`config.mk`:
```
export PLATFORM = sky130hd
export DESIGN_NAME = inst_load_ctrl
export DESIGN_NICKNAME = d
export VERILOG_FILES = /design/src/rtl/inst_load_ctrl.sv
export SDC_FILE = /design/constraint.sdc
export NUM_CORES = 1
export LEC_CHECK = 0
export BUFFER_PORTS_ARGS = -buffer_cell sky130_fd_sc_hd__clkbuf_2
export CORE_AREA = 2 2 108 110
export DETAILED_ROUTE_END_ITERATION = 8
export DIE_AREA = 0 0 110 112
export PLACE_DENSITY = 0.76
export SYNTH_ARGS = -nofsm -noshare
export SYNTH_HDL_FRONTEND = slang
export SYNTH_SLANG_ARGS = --single-unit
```
`constraint.sdc`:
```
create_clock -name clk -period 6.5 [get_ports clk]
set_input_delay 0.325 -clock clk [delete_from_list [all_inputs] [get_ports clk]]
set_output_delay 0.325 -clock clk [all_outputs]
set_load 0.1 [all_outputs]
```
`src/rtl/inst_load_ctrl.sv`:
```
// Instruction-memory port arbiter: CPU fetches own the memory in RUN, and a
// loader can take it over for a write session that also tracks count, checksum and range errors.
module inst_load_ctrl #(
    parameter int MEM_AW = 12
) (
    input  logic        clk,
    input  logic        rst_n,
    input  logic        if_req,
    input  logic [29:0] if_addr,
    output logic        if_stall,
    output logic        if_valid,
    output logic [31:0] if_data,
    input  logic        ld_start,
    input  logic        ld_valid,
    input  logic [29:0] ld_addr,
    input  logic [31:0] ld_data,
    output logic        ld_ready,
    input  logic        ld_end,
    output logic        busy,
    output logic [12:0] word_cnt,
    output logic [31:0] checksum,
    output logic        ld_err,
    output logic [29:0] mem_addr,
    output logic        mem_we,
    output logic [31:0] mem_wdata,
    input  logic [31:0] mem_rdata
);

    typedef enum logic [1:0] {
        RUN    = 2'd0,
        DRAIN  = 2'd1,
        LOAD   = 2'd2,
        RESUME = 2'd3
    } state_t;

    state_t      r_state;
    state_t      w_nextState;
    logic        r_ifValid;
    logic [12:0] r_wordCnt;
    logic [31:0] r_checksum;
    logic        r_ldErr;
    logic        w_inRange;
    logic        w_accept;
    logic        w_writeOk;

    // A word is in range when no address bit above the memory size is set.
    assign w_inRange = ((ld_addr >> MEM_AW) == 30'd0);
    assign w_accept  = (r_state == LOAD) && ld_valid;
    assign w_writeOk = w_accept && w_inRange;

    always_ff @(posedge clk or negedge rst_n) begin
        if (!rst_n) begin
            r_state <= RUN;
        end else begin
            r_state <= w_nextState;
        end
    end

    always_comb begin
        w_nextState = r_state;
        if_stall    = 1'b1;
        busy        = 1'b1;
        ld_ready    = 1'b0;
        mem_we      = 1'b0;
        mem_addr    = if_addr;
        case (r_state)
            RUN: begin
                if_stall = 1'b0;
                busy     = 1'b0;
                if (ld_start) begin
                    w_nextState = DRAIN;
                end
            end
            DRAIN: begin
                w_nextState = LOAD;
            end
            LOAD: begin
                ld_ready = 1'b1;
                mem_addr = ld_addr;
                mem_we   = w_writeOk;
                if (ld_end) begin
                    w_nextState = RESUME;
                end
            end
            RESUME: begin
                w_nextState = RUN;
            end
            default: begin
                w_nextState = RUN;
            end
        endcase
    end

    always_ff @(posedge clk or negedge rst_n) begin
        if (!rst_n) begin
            r_ifValid <= 1'b0;
        end else begin
            r_ifValid <= if_req && !if_stall;
        end
    end

    // Session statistics are cleared on entry to a session and otherwise held.
    always_ff @(posedge clk or negedge rst_n) begin
        if (!rst_n) begin
            r_wordCnt  <= 13'd0;
            r_checksum <= 32'd0;
            r_ldErr    <= 1'b0;
        end else if (r_state == DRAIN) begin
            r_wordCnt  <= 13'd0;
            r_checksum <= 32'd0;
            r_ldErr    <= 1'b0;
        end else if (w_accept) begin
            if (w_inRange) begin
                if (r_wordCnt != 13'h1FFF) begin
                    r_wordCnt <= r_wordCnt + 13'd1;
                end
                r_checksum <= r_checksum + ld_data;
            end else begin
                r_ldErr <= 1'b1;
            end
        end
    end

    assign if_valid  = r_ifValid;
    assign if_data   = mem_rdata;
    assign mem_wdata = ld_data;
    assign word_cnt  = r_wordCnt;
    assign checksum  = r_checksum;
    assign ld_err    = r_ldErr;

endmodule

```
==> impl_metrics.yaml <==
timing:
  hold_viol: 0
  fmax_mhz: 305
  finalSetupViolations: 0
  rsz0062_at_grt: "false"
  post-route-period-util_pct: 50.5
  tns_ns: 0
  tightest_slew_ns: 1.01
  drv_slew: 0
  clock_skew_ns: 0.00498
  finalCriticalPeriod_ns: 3.28
  slew_headroom_pct: 32.4
synthesis:
  synth_top_cells_by_count: "buf_4, nand2_1, a21oi_1"
  avgSynthCellArea_um2: 8.27
  synth_edf_count: 0
  async_flop_share_pct: 100
  synth_cells: 570
  ys.flop_type: "dfrtp_1"
  yosysSeqAreaShare_pct: 26.0
  yosys_register_bits: 49
  syn_nets: 737
  synth_top_cell_area_share_pct: 26.0
  synth_area_leaders: "dfrtp_1, buf_4, ha_1"
  synth.distinct_cells: 57
  yosys_warnings: 0
  netlist.top_cell.by_area: "dfrtp_1"
  syn_area_um2: 4710
final_layout:
  fillers: 1084
  diodes: 0
  drive_gt1_share_pct: 38.0
  syn2layout_area_growth_pct: 17.9
  layout.nets: 866
routing:
  firstDrtPassIters: 4
  wl_mm: 14.1
  wl_met3_mm: 1.17
  routed.top_layer: "met4"
  drt_iter0_markers: 302
  detail_route.wl_per_cell_um: 16.7
  wl_met1_mm: 5.42
  vias_per_cell: 5.37
  vias: 4523
  routed-wl-met2_mm: 7.26
  drc_errors: 0
  ant_nets: 0
clock_network:
  cts_buffers: 5
  clk_latency_ns: 0.29
  root_buffer: "clkbuf_16"
  cts.sinks: 49
  clk_pin_slew_worst_paths_ns: 0.07
  htreeDepth: 2
  cts_tree: "built"
  postCtsSetupRepairBufs: 0
  cts_resized: 0
  cts_buffer_depth: 2
  hold_buffers: 0
place:
  gp_congestion: 0.914
  dp_hpwl_mm: 11.2
  port_buffers: 210
hold_path:
  hp-class: "input pin to asynchronous set/reset pin"
global_route:
  antenna_found_initial: 0
  grtUsageTotal_pct: 22.3
  first_global_vias: 4238
  grt-ovfl-total: 0
  grt_pass1_wl_mm: 21.4
  grt_max_degree: 50
critical_path:
  start_kind: "flip-flop"
  critPathArrivalTime_ns: 2.96
  end_kind: "output pin"
  ff2ff_path_depth: 11
  path_class: "flip-flop to output pin"
  path_max_fanout: 36
  required_ns: 6.17
floorplanning:
  core_um2: 11200
  die_area_um2: 12300
  num_rows: 39
  io_pins: 275
  dieWidth_um: 110
  initial_utilization_pct: 42.2
  die_h_um: 112
flow_run:
  drv_cap: 0
power:
  ir_drop_uv: 576
  power_density_nw_per_um2: 299
  p_total_mw: 1.66
  leakage_nw: 2.91
run_status:
  outcome: "finished, final reports clean"
-- cell type report --
class | instances | area [um^2] | area share (%)
multi-input cells | 416 | 2850 | 51.3
flip-flops and latches | 49 | 1230 | 22.1
repair buffers | 213 | 1070 | 19.3
well taps | 143 | 179 | 3.22
clock buffers | 6 | 139 | 2.50
inverters | 14 | 52.6 | 0.945
clock inverters | 2 | 37.5 | 0.675
-- cell families (layout without fill, tap and decap cells) --
| family | count (synthesis) | count (layout) | synth area share, % |
|---|---|---|---|
| AND/OR/NAND/NOR | 187 | 187 | 19.5 |
| AO/OA/AOI/OAI | 127 | 127 | 17.3 |
| buffers and inverters | 105 | 235 | 13.5 |
| flip-flops | 49 | 49 | 26.0 |
| adder cells (fa/ha/maj) | 37 | 37 | 9.98 |
| multiplexers | 33 | 33 | 7.83 |
| XOR/XNOR | 32 | 32 | 5.94 |
-- layout by cell type, fill, tap and decap left out, types with 6 or more instances in the layout --
master,instances
a21oi_1,52
o21ai_0,21
xnor2_1,17
xor2_1,15
nor4_1,6
dfrtp_1,49
nand3_1,23
a31oi_1,9
clkbuf_2,210
nand2_1,65
nand4_1,11
mux2_2,31
nor2_1,39
nor2b_1,6
a21o_1,13
a211oi_1,7
inv_1,13
ha_1,35
-- metal layers --
layer | vias to the layer above | track usage [%]
li1 | 2228 | -
met4 | 0 | 5.40
met1 | 2077 | 25.8
met3 | 22 | 5.33
met5 | - | 0
met2 | 196 | 40.5
-- flip-flops by register name, indices dropped and copies added (netlist names) --
register,flops
r_state,2
word_cnt,13
if_valid,1
checksum,32
ld_err,1
-- per-stage QoR --
stage | std cells | hold WS, ns | setup WS [ns] | util [%] | area [um^2]
2_1_floorplan | 570 | 0.0294 | 3.01 | - | 4710
4_1_cts | 843 | 0.168 | 3.18 | 49.8 | 5560
5_1_grt | 843 | 0.206 | 2.99 | 49.8 | 5560
3_3_place_gp | 835 | 0.475 | 3.43 | 48.2 | 5380
3_5_place_dp | 835 | 0.478 | 3.34 | 48.2 | 5380
6_report | 843 | 0.133 | 3.22 | 49.8 | 5560
-- final timing paths --
| kind | slack, ns | startpoint | to |
|---|---|---|---|
| min in group clk | 0.25 | if_req | if_valid |
| worst max register to register | 3.42 | checksum[0] | checksum[24] |
| worst min-delay path | 0.13 | rst_n | checksum[14] |
| worst min register to register | 0.51 | ld_err | ld_err |
| max in group asynchronous | 5.93 | rst_n | checksum[31] |
| worst max-delay path | 3.22 | r_state[0] | mem_we |
-- critical path, cell delays in order (launching register included) --
cell and delay [ns]:
dfrtp_1 0.38, inv_1 0.08, ha_1 0.23, nand3_1 0.08, buf_4 0.34, clkinv_1 0.90
clkbuf_2 0.63
-- where the power goes --
part	leakage, nW	switching [mW]	internal, mW
sequential	0.679	0.00562	0.316
clock	0.0831	0.129	0.193
combinational	2.15	0.836	0.185
(Power assumes the default switching activity.)
